===== config.mk =====
export PLATFORM = sky130hd
export DESIGN_NAME = mmio_timer_led
export DESIGN_NICKNAME = d
export VERILOG_FILES = /design/src/rtl/mmio_pkg.sv /design/src/rtl/mmio_prescaler.sv /design/src/rtl/mmio_timer_led.sv
export SDC_FILE = /design/constraint.sdc
export NUM_CORES = 1
export LEC_CHECK = 0
export BUFFER_PORTS_ARGS = -buffer_cell sky130_fd_sc_hd__buf_2
export CELL_PAD_IN_SITES_DETAIL_PLACEMENT = 0
export CELL_PAD_IN_SITES_GLOBAL_PLACEMENT = 2
export CORE_ASPECT_RATIO = 1.2
export CORE_MARGIN = 4
export CORE_UTILIZATION = 35
export DETAILED_ROUTE_END_ITERATION = 6
export GPL_TIMING_DRIVEN = 0
export PLACE_DENSITY_LB_ADDON = 0.12
export SLEW_MARGIN = 5
export SYNTH_ARGS = -nofsm -noshare
export SYNTH_HDL_FRONTEND = slang
export SYNTH_SLANG_ARGS = --single-unit

===== constraint.sdc =====
create_clock -name sys_clk -period 2.9 [get_ports sys_clk]
set_input_delay 0.435 -clock sys_clk [delete_from_list [all_inputs] [get_ports sys_clk]]
set_output_delay 0.435 -clock sys_clk [all_outputs]
set_load 0.02 [all_outputs]

===== src/rtl/mmio_pkg.sv =====
// Shared register map, bit positions and blink-state encoding for the MMIO timer/LED block.
package mmio_pkg;
  localparam logic [2:0] REG_CTRL   = 3'd0;
  localparam logic [2:0] REG_LED    = 3'd1;
  localparam logic [2:0] REG_CMP    = 3'd2;
  localparam logic [2:0] REG_CNT    = 3'd3;
  localparam logic [2:0] REG_STATUS = 3'd4;

  localparam int CTRL_TEN     = 0;
  localparam int CTRL_AUTO    = 1;
  localparam int CTRL_BLINK   = 2;
  localparam int CTRL_IEN     = 3;
  localparam int STATUS_MATCH = 0;
  localparam int LED_R        = 0;
  localparam int LED_G        = 1;

  typedef enum logic [1:0] {
    OFF   = 2'd0,
    RED   = 2'd1,
    GREEN = 2'd2,
    BOTH  = 2'd3
  } blink_state_t;

  function automatic blink_state_t blink_next(input blink_state_t s);
    case (s)
      OFF:     return RED;
      RED:     return GREEN;
      GREEN:   return BOTH;
      default: return OFF;
    endcase
  endfunction
endpackage


===== src/rtl/mmio_prescaler.sv =====
// Free-running 0..PRESCALE-1 divider; held at zero while disabled, tick marks the wrap cycle.
module mmio_prescaler #(
  parameter int PRESCALE = 50000
) (
  input  logic sys_clk,
  input  logic sys_rst_n,
  input  logic en,
  output logic tick
);
  localparam int PW = (PRESCALE > 1) ? $clog2(PRESCALE) : 1;
  localparam logic [PW-1:0] LAST = PW'(PRESCALE - 1);

  logic [PW-1:0] pcnt_q, pcnt_d;

  assign tick = en && (pcnt_q == LAST);

  always_comb begin
    pcnt_d = pcnt_q + PW'(1);
    if (!en || tick) pcnt_d = '0;
  end

  always_ff @(posedge sys_clk or negedge sys_rst_n) begin
    if (!sys_rst_n) pcnt_q <= '0;
    else            pcnt_q <= pcnt_d;
  end
endmodule


===== src/rtl/mmio_timer_led.sv =====
// Memory-mapped timer with compare match, blink sequencer and LED drive.
// Define MMIO_TIMER_IRQ_EN to enable CTRL.IEN and the registered irq output.
module mmio_timer_led
  import mmio_pkg::*;
#(
  parameter logic [31:0] BASE_ADDR = 32'h0000_0400,
  parameter int          PRESCALE  = 50000
) (
  input  logic        sys_clk,
  input  logic        sys_rst_n,
  input  logic [31:0] daddr,
  input  logic [31:0] din,
  input  logic        MemWrite,
  output logic [31:0] dout,
  output logic        hit,
  output logic        led_r,
  output logic        led_g,
  output logic        irq
);
  logic [2:0]   idx;
  logic         we, tick, match;
  logic [3:0]   ctrl_q, ctrl_d;
  logic [1:0]   led_q, led_d;
  logic [31:0]  cmp_q, cmp_d, cnt_q, cnt_d;
  logic         match_q, match_d;
  logic         led_r_q, led_r_d, led_g_q, led_g_d;
  blink_state_t bst_q, bst_d;
  logic [1:0]   unused_addr;

  assign unused_addr = daddr[1:0];
  assign hit   = (daddr[31:5] == BASE_ADDR[31:5]);
  assign idx   = daddr[4:2];
  assign we    = MemWrite && hit;
  assign match = tick && (cnt_q == cmp_q);

  mmio_prescaler #(.PRESCALE(PRESCALE)) u_presc (
    .sys_clk  (sys_clk),
    .sys_rst_n(sys_rst_n),
    .en       (ctrl_q[CTRL_TEN]),
    .tick     (tick)
  );

  always_comb begin
    ctrl_d  = ctrl_q;
    led_d   = led_q;
    cmp_d   = cmp_q;
    cnt_d   = cnt_q;
    match_d = match_q;
    if (tick) begin
      if (!match)                 cnt_d = cnt_q + 32'd1;
      else if (ctrl_q[CTRL_AUTO]) cnt_d = '0;
      else                        ctrl_d[CTRL_TEN] = 1'b0;
    end
    // CPU writes land after the timer update so they take precedence
    if (we) begin
      case (idx)
        REG_CTRL:   ctrl_d = din[3:0];
        REG_LED:    led_d  = din[1:0];
        REG_CMP:    cmp_d  = din;
        REG_CNT:    cnt_d  = din;
        REG_STATUS: if (din[STATUS_MATCH]) match_d = 1'b0;
        default:    ;
      endcase
    end
    if (match) match_d = 1'b1;
`ifndef MMIO_TIMER_IRQ_EN
    ctrl_d[CTRL_IEN] = 1'b0;
`endif
  end

  always_comb begin
    bst_d = bst_q;
    if (!ctrl_d[CTRL_BLINK])            bst_d = OFF;
    else if (match && ctrl_q[CTRL_BLINK]) bst_d = blink_next(bst_q);
    led_r_d = ctrl_d[CTRL_BLINK] ? (bst_d == RED   || bst_d == BOTH) : led_d[LED_R];
    led_g_d = ctrl_d[CTRL_BLINK] ? (bst_d == GREEN || bst_d == BOTH) : led_d[LED_G];
  end

  always_ff @(posedge sys_clk or negedge sys_rst_n) begin
    if (!sys_rst_n) begin
      ctrl_q  <= '0;
      led_q   <= '0;
      cmp_q   <= '0;
      cnt_q   <= '0;
      match_q <= 1'b0;
      bst_q   <= OFF;
      led_r_q <= 1'b0;
      led_g_q <= 1'b0;
    end else begin
      ctrl_q  <= ctrl_d;
      led_q   <= led_d;
      cmp_q   <= cmp_d;
      cnt_q   <= cnt_d;
      match_q <= match_d;
      bst_q   <= bst_d;
      led_r_q <= led_r_d;
      led_g_q <= led_g_d;
    end
  end

  assign led_r = led_r_q;
  assign led_g = led_g_q;

`ifdef MMIO_TIMER_IRQ_EN
  logic irq_q, irq_d;
  assign irq_d = match_q & ctrl_q[CTRL_IEN];
  always_ff @(posedge sys_clk or negedge sys_rst_n) begin
    if (!sys_rst_n) irq_q <= 1'b0;
    else            irq_q <= irq_d;
  end
  assign irq = irq_q;
`else
  assign irq = 1'b0;
`endif

  always_comb begin
    dout = '0;
    if (hit) begin
      case (idx)
        REG_CTRL:   dout = {28'b0, ctrl_q};
        REG_LED:    dout = {30'b0, led_q};
        REG_CMP:    dout = cmp_q;
        REG_CNT:    dout = cnt_q;
        REG_STATUS: dout = {31'b0, match_q};
        default:    dout = '0;
      endcase
    end
  end
endmodule


; ---- Yosys cells after proc, flatten, opt, wreduce, memory -nomap -nowiden
; Index checks and enable logic that the tools add are counted.
; W data, S select, Z words.
[classes]
add_sub_neg = 2
n_mul = 0
div_mod_pow = 0
magnitude_cmp = 0
eq_ne = 12
n_shift = 0
mux = 24
bitwise_logic = 0
n_reduce_logical = 16
[op_table]
columns = op, count
row1 = $mux W32, 6
row2 = $pmux W32 S5, 1
row3 = $add A32 B1 Y32 const B, 1
row4 = $eq A32 B32 Y1, 1
row5 = $eq A27 B6 Y1 const B, 1
row6 = $add A16 B1 Y16 const B, 1
row7 = $eq A16 B16 Y1 const B, 1
row8 = $mux W16, 1
row9 = $mux W1, 9
row10 = $mux W2, 4
row11 = $eq A2 B2 Y1 const B, 3
row12 = $eq A3 B2 Y1 const B, 2
row13 = $mux W3, 2
row14 = $pmux W2 S3, 1
row15 = $reduce_bool A2 Y1, 3
row16 = $eq A2 B1 Y1 const B, 2
row17 = $logic_and A1 B1 Y1, 4
row18 = $reduce_and A2 Y1, 2
row19 = $eq A3 B1 Y1 const B, 1
row20 = $eq A3 B3 Y1 const B, 1
row21 = $logic_not A3 Y1, 1
row22 = $logic_or A1 B1 Y1, 3
row23 = $reduce_and A3 Y1, 1
row24 = $logic_not A2 Y1, 1
row25 = $logic_not A1 Y1, 1
[totals]
ff_bits = 90
latchBits = 0
mem_bits_rw = 0
mem_bits_ro = 0
input_bits = 67
output_inout_bits = 36
word_cells = 64
memories = 0

; ---- Longest topological paths before layout
; Gate-level depths: netlist of run 1.
[depth]
word_depth = 11
ltp_mapped = 9
ltp_nobuf = 7

; ---- Modules after synthesis
; Synthesis of run 1 repeated with hierarchy kept, for this count alone.
[unflattened]
hier_cells = 640
hier_area_um2 = 5754.3
[modules_own_cells]
columns = module, instances, cells_each, area_per_inst_um2, seq_area_each_um2
row1 = mmio_timer_led, 1, 558, 4942.2, 1851.8
row2 = mmio_prescaler, 1, 82, 812.0, 400.4

; ---- Least setup slack after synthesis of run 1
; Ideal clock, no wire load.
[synth_path]
path_kind = input to output
start = in daddr[7]
end = out dout[21]
t_arrival_ns = 2.448
required_ns = 2.465
path_slack_ns = 0.017
path_stages = 7
n_path_buf = 2
path_cell_list = nor4b_1 > nand4_1 > nor3_1 > nand2_1 > clkbuf_1 > clkbuf_1 > nor2_1
[synth_between]
elab_chain_len = 2
[synth_rtl]
columns = element, line_no
row1 = "start, declared", mmio_timer_led.sv:11  ; input logic [31:0] daddr,
row2 = $eq A27 B6 Y1, mmio_timer_led.sv:31  ; assign hit = (daddr[31:5] == BASE_ADDR[31:5]);
row3 = net hit, mmio_timer_led.sv:15  ; output logic hit,
row4 = $mux W32, mmio_timer_led.sv:118  ; if (hit) begin
row5 = "end, declared", mmio_timer_led.sv:14  ; output logic [31:0] dout,
; The timed path passes the listed nets, and every way through them passes these cells.

; ---- Worst setup path in the final report of run 1
[layout_path]
start = reg cnt_q[23]
end = reg cnt_q[31]
[layout_between]
elab_chain_len = 6
word_cells_on_any_way = 7
classes_between = add/sub (1) / eq/ne (1) / mux (4) / reduce/logical (1)
[layout_rtl]
columns = element, line_no
row1 = "start, declared", mmio_timer_led.sv:24  ; logic [31:0] cmp_q, cmp_d, cnt_q, cnt_d;
row2 = "start signal, assigned", mmio_timer_led.sv:93  ; cnt_q <= cnt_d;
row3 = "parallel branches: the longest is 2 deep, another holds $add A32 B1 Y32", n/a
row4 = $mux W32 *, mmio_timer_led.sv:50  ; if (!match) cnt_d = cnt_q + 32'd1;
row5 = $mux W32 *, mmio_timer_led.sv:49  ; if (tick) begin
row6 = $mux W32, mmio_timer_led.sv:56  ; case (idx)
row7 = $mux W32 *, mmio_timer_led.sv:55  ; if (we) begin
row8 = net cnt_d[31], mmio_timer_led.sv:24
; Mark *: on every way through the listed nets, which the timed path passes.
; A chain may end at the register's enable or synchronous reset.

==> metrics.cfg, run 1 <==
[synthesis]
synth_xor_area_frac=0.0673
synth_ff_type=dfrtp_1
postSynth.asyncResetShare=1.00
synthSimpleGateAreaFrac=0.247
synth-compound-area-share=0.138
synth-adder-area-share=0.00854
yosys_warnings=0
synth_enable_flop_cells=0
ys_seq_area_frac=0.384
avgSynthCellArea_um2=9.09
ys_ff_latch=90
synth_mux_area_frac=0.105
synth_fp_nets=716
synth_cells=645
synth_top_family_by_area=simple AND/OR/NAND/NOR gates
syn_area_um2=5860
synth_cell_types=64

[pwr]
comb_power_share=0.051
p_int_mw=2.00
worst_ir_drop_vdd_v=0.000235
leakagePower_nw=3.25
powerDensity_nw_per_um2=366
p_seq_frac=0.484
p_switching_mw=0.600
pwr-share-clk=0.465
sw_frac_of_total=0.231

[clock_network]
cts_made_buffers=9
postCtsHoldBufs=0
clkTransAtPathRegs_ns=0.07
clkLatencyLatePin_ns=0.35
htreeDepth=3
cts_root_buffer=clkbuf_16
clock-sinks=90
cts_tree=built
cts_max_path_buffers=2

[drt]
ant_nets=0
drc=0
drt-pass1-iter-count=5
finalWirelength_um=20100
wl_per_cell_um=20.5
vias_per_cell=5.61
vias=5482
first_iter_violations=365

[layout]
design_area_um2=7100
final_cell_mix=nor2_1 (111), buf_2 (104), dfrtp_1 (90)
antenna_cells=0
finalNetCount=833
seq_area_um2=2250
final_core_util=0.434
final_common_cell=nor2_1
nFillCells=1675
drive_gt1_frac=0.296
multiInputGateArea_um2=3390
syn2layout_area_growth_pct=21.1

[worst_setup_path]
r2r-start=cnt_q[23]
crit_path_start_kind=flop
max_stage_delay_ns=0.45
critPathKind=flop to flop
crit_start=cnt_q[23]
crit_end=cnt_q[31]
crit_chain=clkbuf_1 > xor2_1 > nor4_1 > nand4_1 > buf_4 > buf_4 > nor3_1 > o21ba_2 > a31o_1
critPathSlowestCell=nor3_1
critical_path_arrival_ns=2.99
required_ns=3.15
r2r_end=cnt_q[31]
reg2reg_depth=9
cp_max_fo=8
rrSetupSlack_ns=0.16
crit_path_frequent_cell=buf_4
cp-end-kind=flop

[worst_hold_path]
hold_class=input pin to async pin

[place]
gp_congestion=0.868
dpl.hpwl_um=14900
dpl-instance-area_um2=6650
io_buffer_count=96

[die]
core_area_um2=16300
fp.dieArea_um2=18900
start_util=0.359
num_rows=51
die_w_um=126
dieHeight_um=150
ioPinCount=103

[timing]
worstMarginPinSlew_ns=0.850
finalCritPeriodShare=0.945
tns_ns=0
hold_viol=0
maxSlewHeadroom=0.428
final.setup_skew_ns=0.0119
timing.final.setup_violations=0
slew_viol_final=0
post-route-min-period_ns=2.74
fmax_mhz=365

[run]
drv_cap=0

[global_route]
antenna_found_initial=0
grtUsageTotal=0.217
overflow=0
grt_pass1_wl_um=31900
grt_max_degree=57
first_global_vias=5574

[status]
status=completed

critical path: cells and delay by family (launching register included):
family / cells / cell delay [ns]
compound gates: 2 / 0.43
xor+xnor: 1 / 0.19
buf+inv: 3 / 0.64
flops: 1 / 0.33
simple gates: 3 / 1.03
worst min-delay path by stage:
stage	start	end	slack [ns]
after floorplan	sys_rst_n	bst_q[0]	0.14
after global placement	u_presc.pcnt_q[0]	u_presc.pcnt_q[0]	0.48
after detailed placement	sys_rst_n	cmp_q[9]	0.45
after CTS	sys_rst_n	cmp_q[9]	0.06
after global routing	sys_rst_n	cmp_q[9]	0.09
final	sys_rst_n	cmp_q[9]	0.05
final cells by class:
type	instances	share of cell area
plain buffers	49	0.0361
clock buffers	11	0.0342
clock inverters	4	0.00741
inverters	8	0.00423
multi-input cells	494	0.478
flip-flops and latches	90	0.317
well taps	212	0.0374
repair buffers	110	0.0857
flip-flops by register name, indices dropped and copies added, names as in the netlist:
register and cells:
cnt_q 32, bst_q 2, led_g 1, led_q 2, match_q 1, ctrl_q 3, led_r 1, u_presc.pcnt_q 16
cmp_q 32
repair_timing:
action,CTS,global route
gates resized for setup,10,14
setup endpoints to repair,29,31
buffers inserted,4,8
pin swaps,3,4
cloned,0,0
cell families after synthesis:
group	after synthesis
xor gates and xnor gates	45
adders and majority gates	4
buffers and inverters	61
and+or+nand+nor	282
DFF	90
AOI/OAI and AO/OA	109
other	1
muxes	53
metal layers:
metal	GRT usage	wire (um)	up-vias
met5	0	0	-
met4	0.102	767	0
met3	0.0253	714	39
met2	0.354	9540	141
met1	0.287	9060	2706
li1	-	-	2596
cell usage after synthesis, drive strengths merged, types with 2 or more instances:
cell type    n  area (um2)
a21o         7        53.8
a21oi       17        88.8
a221oi      18         176
a22oi       32         240
a31oi        4        25.0
and2         3        18.8
and3         9        57.6
and4         5        43.8
buf         20         130
clkbuf      33         131
dfrtp       90        2250
ha           4        50.1
inv          8        30.0
mux2        49         552
mux2i        2        20.0
mux4         2        45.0
nand2       35         134
nand2b       4        25.0
nand3       25         125
nand3b       2        15.0
nand4       21         131
nand4b       2        17.5
nor2       112         420
nor3        11        75.1
nor3b        2        15.0
nor4        28         190
nor4b        5        43.8
o211ai       4        30.0
o21ai       12        60.1
o311ai       3        26.3
o31ai        2        20.0
o41ai        3        26.3
or2          4        25.0
or3          4        25.0
or4          7        56.3
xnor2        5        43.8
xor2        40         350
metrics by stage:
stage | total power, mW | hold WS [ns] | instances | worst slack (ns)
floorplan | 1.31 | 0.139 | 645 | 0.0170
global placement | 1.41 | 0.481 | 953 | -0.430
detailed placement | 1.41 | 0.447 | 955 | -0.452
CTS | 2.63 | 0.0614 | 972 | 0.0217
global route | 2.69 | 0.0879 | 978 | -0.0118
finish | 2.60 | 0.0490 | 978 | 0.160
power groups by stage:
| stage | Clock (mW) | Sequential (mW) | Combinational (mW) |
|---|---|---|---|
| detailed placement | 0 | 1.28 | 0.133 |
| finish | 1.21 | 1.26 | 0.133 |
| global placement | 0 | 1.28 | 0.126 |
| CTS | 1.24 | 1.26 | 0.134 |
| global route | 1.29 | 1.26 | 0.149 |
| floorplan | 0 | 1.28 | 0.0344 |
Power figures use the tool's default switching activity.
==> inputs of run 2 (changes only) <==
- PLACE_DENSITY_LB_ADDON: 0.12 -> 0.1
- REMOVE_ABC_BUFFERS: default -> 1
==> metrics.cfg, run 2 (synthesized netlist as in run 1, its figures left out) <==
[layout]
final_common_cell=nor2_1
finalNetCount=788  ; -5.4%
drive_gt1_frac=0.286  ; -0.0106
antenna_cells=0  ; unchanged
nFillCells=1710  ; +2.1%
design_area_um2=6900  ; -2.8%
reg_top3=cmp_q (32), cnt_q (32), u_presc.pcnt_q (16)
final_cell_mix=nor2_1 (111), buf_2 (98), dfrtp_1 (90)
fin_cells=933  ; -4.6%
syn2layout_area_growth_pct=17.7

[worst_setup_path]
cp_max_fo=29  ; +21
critPathKind=input pin to output pin
reg2reg_depth=6  ; -3
crit_path_frequent_cell=buf_2
required_ns=2.47  ; -0.68 ns
critPathSlowestCell=nor3_4
cp-end-kind=output pin
max_stage_delay_ns=0.38  ; -0.07 ns
crit_path_start_kind=input pin
crit_chain=buf_2 > nor4b_1 > nand4_1 > nor3_4 > nand2_4 > nor2_1 > buf_2
critical_path_arrival_ns=2.28  ; -0.71 ns

[drt]
drc=0  ; unchanged
vias_per_cell=5.61  ; +0.10%
finalWirelength_um=18900  ; -6.0%
ant_nets=0  ; unchanged
vias=5235  ; -4.5%
first_iter_violations=280  ; -23%
wl_per_cell_um=20.2  ; -1.4%
drt-pass1-iter-count=5  ; unchanged

[die]
num_rows=51  ; unchanged
start_util=0.359  ; unchanged
ioPinCount=103  ; unchanged
die_w_um=126  ; unchanged
fp.dieArea_um2=18900  ; unchanged
core_area_um2=16300  ; unchanged
dieHeight_um=150  ; unchanged

[clock_network]
postCtsHoldBufs=0  ; unchanged
clkTransAtPathRegs_ns=0.07  ; about the same
cts_made_buffers=9  ; unchanged
cts_tree=built
cts_max_path_buffers=2  ; unchanged
htreeDepth=3  ; unchanged
clkLatencyLatePin_ns=0.35  ; about the same
cts_root_buffer=clkbuf_16
clock-sinks=90  ; unchanged

[global_route]
grt_max_degree=47  ; -18%
grtUsageTotal=0.202  ; -0.0144
overflow=0  ; unchanged
first_global_vias=5445  ; -2.3%
antenna_found_initial=0  ; unchanged
grt_pass1_wl_um=30300  ; -5.1%

[place]
io_buffer_count=99  ; +3.1%
place_inst=913  ; -4.4%
gp_congestion=0.839  ; -3.3%
dpl.hpwl_um=13700  ; -8.6%
dpl-instance-area_um2=6520  ; -2.0%

[timing]
worstMarginPinSlew_ns=0.953  ; +0.103 ns
fmax_mhz=368  ; +0.84%
timing.final.setup_violations=0  ; unchanged
finalCritPeriodShare=0.937  ; -0.00785
post-route-min-period_ns=2.72  ; -0.0228 ns
final.setup_skew_ns=0.00732  ; -0.00460 ns
holdWs_ns=0.0895  ; +0.0405 ns
hold_viol=0  ; unchanged
maxSlewHeadroom=0.364  ; -0.0633
grt_setup_unrepaired=no
slew_viol_final=0  ; unchanged

[pwr]
worst_ir_drop_vdd_v=0.000238  ; +1.4%
comb_power_share=0.051  ; about the same
sw_frac_of_total=0.227  ; -0.00392
leakagePower_nw=3.16  ; -2.8%
finalPower_mw=2.58  ; -0.66%
powerDensity_nw_per_um2=374  ; +2.2%
p_switching_mw=0.586  ; -2.3%
p_int_mw=1.99  ; -0.16%
pwr-share-clk=0.461  ; -0.004
p_seq_frac=0.487  ; +0.003

[run]
drv_cap=0  ; unchanged

[worst_hold_path]
hold_class=input pin to async pin

[status]
status=completed

run 2: changes by cell type in the layout (fill, tap and decap cells not counted), sizes merged:
| cell | delta |
|---|---|
| clkbuf | -27 |
| buf | -17 |
| clkinv | -1 |
run 2: worst paths after layout:
| check | from | endpoint | slack, ns |
|---|---|---|---|
| setup / recovery | daddr[7] | dout[4] | 0.18 |
| hold / removal | sys_rst_n | cmp_q[6] | 0.09 |
| setup reg to reg | cnt_q[3] | led_g | 0.19 |
| hold reg to reg | u_presc.pcnt_q[0] | u_presc.pcnt_q[0] | 0.49 |
| max in group asynchronous | sys_rst_n | cmp_q[14] | 2.15 |
| min in group sys_clk | din[23] | cnt_q[23] | 0.31 |
run 2: stage by stage:
stage	setup TNS, ns	utilization	setup slack, ns
floorplan	-50.06	-	-1.02
global placement	-282.58	0.389	-4.47
detailed placement	-15.97	0.399	-0.653
CTS	0	0.419	0.00447
global route	0	0.422	0.0183
finish	0	0.422	0.183
run 2: layer usage:
layer,wire length [um],vias up,share of wire,global-route usage
met5,0,-,0,0
li1,-,2510,-,-
met3,716,31,0.038,0.0257
met2,9290,120,0.49,0.342
met4,563,0,0.030,0.0874
met1,8310,2574,0.44,0.261
run 2: final cells by class:
class,count,area [um2],share of cell area
multi-input cells,494,3400,0.493
clock buffers,12,246,0.0357
inverters,8,30.0,0.00435
repair buffers,114,662,0.0960
well taps,212,265,0.0385
clock inverters,3,40.0,0.00580
flip-flops and latches,90,2250,0.327
run 2: worst max-delay path, delay by kind of cell:
| family | cells | cell delay [ns] |
|---|---|---|
| buffers and inverters | 2 | 0.31 |
| AND/OR/NAND/NOR | 5 | 1.52 |
run 2: what timing repair did:
item | 4_1_cts | 5_1_grt
resized for setup | 5 | 7
setup buffers | 1 | 4
pin swaps | 1 | 2
setup endpoints to repair | 50 | 31
run 2: power by group through the flow:
stage               logic, mW  clock network (mW)  registers [mW]
CTS                     0.134                1.23            1.26
global route            0.146                1.27            1.26
finish                  0.132                1.19            1.26
floorplan              0.0262                   0            1.28
global placement        0.122                   0            1.28
detailed placement      0.133                   0            1.28
==> inputs of run 3 (changes only) <==
- CORE_UTILIZATION: 35 -> 36
- CTS_BUF_LIST: default -> sky130_fd_sc_hd__clkbuf_4 sky130_fd_sc_hd__clkbuf_8
==> metrics.cfg, run 3 (synthesized netlist as in run 1, its figures left out) <==
[clock_network]
cts_max_path_buffers=2  ; unchanged
clkLatencyLatePin_ns=0.39  ; +0.04 ns
clkTransAtPathRegs_ns=0.11  ; +0.04 ns
htreeDepth=3  ; unchanged
cts_tree=built
clock-sinks=90  ; unchanged
cts_made_buffers=9  ; unchanged
cts_root_buffer=clkbuf_8

[die]
dieHeight_um=148  ; -1.3%
core_area_um2=15800  ; -3.5%
die_w_um=124  ; -1.3%
ioPinCount=103  ; unchanged
num_rows=50  ; -2.0%
fp.dieArea_um2=18400  ; -2.6%
start_util=0.372  ; +0.0130

[layout]
design_area_um2=6780  ; -1.7%
fin_cells=928  ; -0.54%
antenna_cells=0  ; unchanged
final_common_cell=nor2_1
syn2layout_area_growth_pct=15.6
final_core_util=0.430  ; +0.00766
reg_top3=cmp_q (32), cnt_q (32), u_presc.pcnt_q (16)
finalNetCount=786  ; -0.25%
drive_gt1_frac=0.288  ; +0.00179
nFillCells=1605  ; -6.1%
final_cell_mix=nor2_1 (111), buf_2 (98), dfrtp_1 (90)

[run]
drv_cap=0  ; unchanged

[timing]
holdWs_ns=0.0248  ; -0.0647 ns
worstMarginPinSlew_ns=1.02  ; +0.0700 ns
maxSlewHeadroom=0.318  ; -0.0467
post-route-min-period_ns=2.75  ; +0.0288 ns
timing.final.setup_violations=0  ; unchanged
grt_setup_unrepaired=no
slew_viol_final=0  ; unchanged
hold_viol=0  ; unchanged
finalCritPeriodShare=0.947  ; +0.00992
final.setup_skew_ns=0.0159  ; +0.00857 ns
fmax_mhz=364  ; -1.0%

[worst_setup_path]
cp_max_fo=9  ; -69%
critical_path_arrival_ns=3.03  ; +0.75 ns
max_stage_delay_ns=0.53  ; +0.15 ns
crit_buf_inv=0  ; -2
cp-end-kind=flop
cpLargestDelayFamily=simple AND/OR/NAND/NOR gates
crit_chain=xor2_1 > nor4_1 > nand4_1 > nor3_2 > o21ba_2 > a31o_1
critPathKind=flop to flop
critPathSlowestCell=nor4_1
crit_path_start_kind=flop
required_ns=3.18  ; +0.71 ns

[pwr]
worst_ir_drop_vdd_v=0.000280  ; +18%
leakagePower_nw=3.09  ; -2.3%
powerDensity_nw_per_um2=337  ; -9.8%
finalPower_mw=2.29  ; -11%

[place]
dpl.hpwl_um=13300  ; -2.2%
place_inst=908  ; -0.55%
dpl-instance-area_um2=6500  ; -0.25%
gp_congestion=0.818  ; -2.5%
io_buffer_count=99  ; unchanged

[drt]
finalWirelength_um=18600  ; -1.7%
drt-pass1-iter-count=5  ; unchanged
ant_nets=0  ; unchanged
vias_per_cell=5.60  ; -0.11%
wl_per_cell_um=20.0  ; -1.2%
drc=0  ; unchanged
first_iter_violations=374  ; +34%
vias=5201  ; -0.65%

[global_route]
grt_pass1_wl_um=29400  ; -3.1%
grtUsageTotal=0.200  ; -0.00219
first_global_vias=5279  ; -3.0%
overflow=0  ; unchanged
grt_max_degree=51  ; +8.5%
antenna_found_initial=0  ; unchanged

[worst_hold_path]
hold_class=input pin to async pin

[status]
status=completed

==> run 3: cell types whose count changed in the layout (fill, tap and decap cells not counted) <==
cell        previous run  this run
nor4_4                 2         1
clkbuf_8               1         9
nor4_2                 3         4
clkbuf_16              9         0
nor3b_2                1         0
clkinv_2               2         3
clkbuf_1               2         0
clkinvlp_4             0         2
nor3b_4                0         1
buf_6                  1         0
buf_4                 11        10
inv_6                  0         1
==> run 3: where the power goes <==
group	leakage (nW)	switching, mW	internal [mW]
clock network	0.0954	0.501	0.397
logic	1.80	0.0819	0.0514
registers	1.20	0.00152	1.25
total	3.09	0.584	1.70
==> run 3: path summary, 6_finish.rpt <==
kind / cells after the start / to / start / slack [ns]
worst max-delay path: 6 / cnt_q[31] / cnt_q[21] / 0.15
worst min-delay path: 1 / cnt_q[6] / sys_rst_n / 0.02
worst max register to register: 6 / cnt_q[31] / cnt_q[21] / 0.15
worst min register to register: 1 / u_presc.pcnt_q[0] / u_presc.pcnt_q[0] / 0.50
max in group asynchronous: 2 / u_presc.pcnt_q[14] / sys_rst_n / 2.21
min in group sys_clk: 3 / cnt_q[21] / din[21] / 0.27
==> run 3: cell type report <==
cell class,instances,area [um2],area share
well taps,208,260,0.0384
multi-input cells,494,3400,0.502
flip-flops and latches,90,2250,0.332
clock inverters,7,68.8,0.0102
repair buffers,112,643,0.0949
clock buffers,9,124,0.0183
inverters,8,30.0,0.00443
==> run 3: what timing repair did <==
action                                  4_1_cts  5_1_grt
cloned                                        0        0
hold buffers                                  0        0
pin swaps                                     2        2
endpoints found under the setup margin       57       15
setup buffers                                 2        2
resized for setup                             6        6
==> run 3: per-stage QoR <==
| stage | setup TNS, ns | setup slack, ns |
|---|---|---|
| after CTS | 0 | 0.0129 |
| final | 0 | 0.154 |
| after floorplan | -50.06 | -1.02 |
| after detailed placement | -18.31 | -0.664 |
| after global placement | -281.01 | -4.48 |
| after global routing | 0 | 0.0241 |
==> run 3: per-layer routing <==
metal / GRT usage / share of wire / vias up / wire length (um)
met5: 0 / 0 / - / 0
met4: 0.0729 / 0.019 / 0 / 359
met3: 0.0300 / 0.037 / 25 / 687
met2: 0.337 / 0.49 / 115 / 9150
met1: 0.262 / 0.45 / 2548 / 8350
li1: - / - / 2513 / -
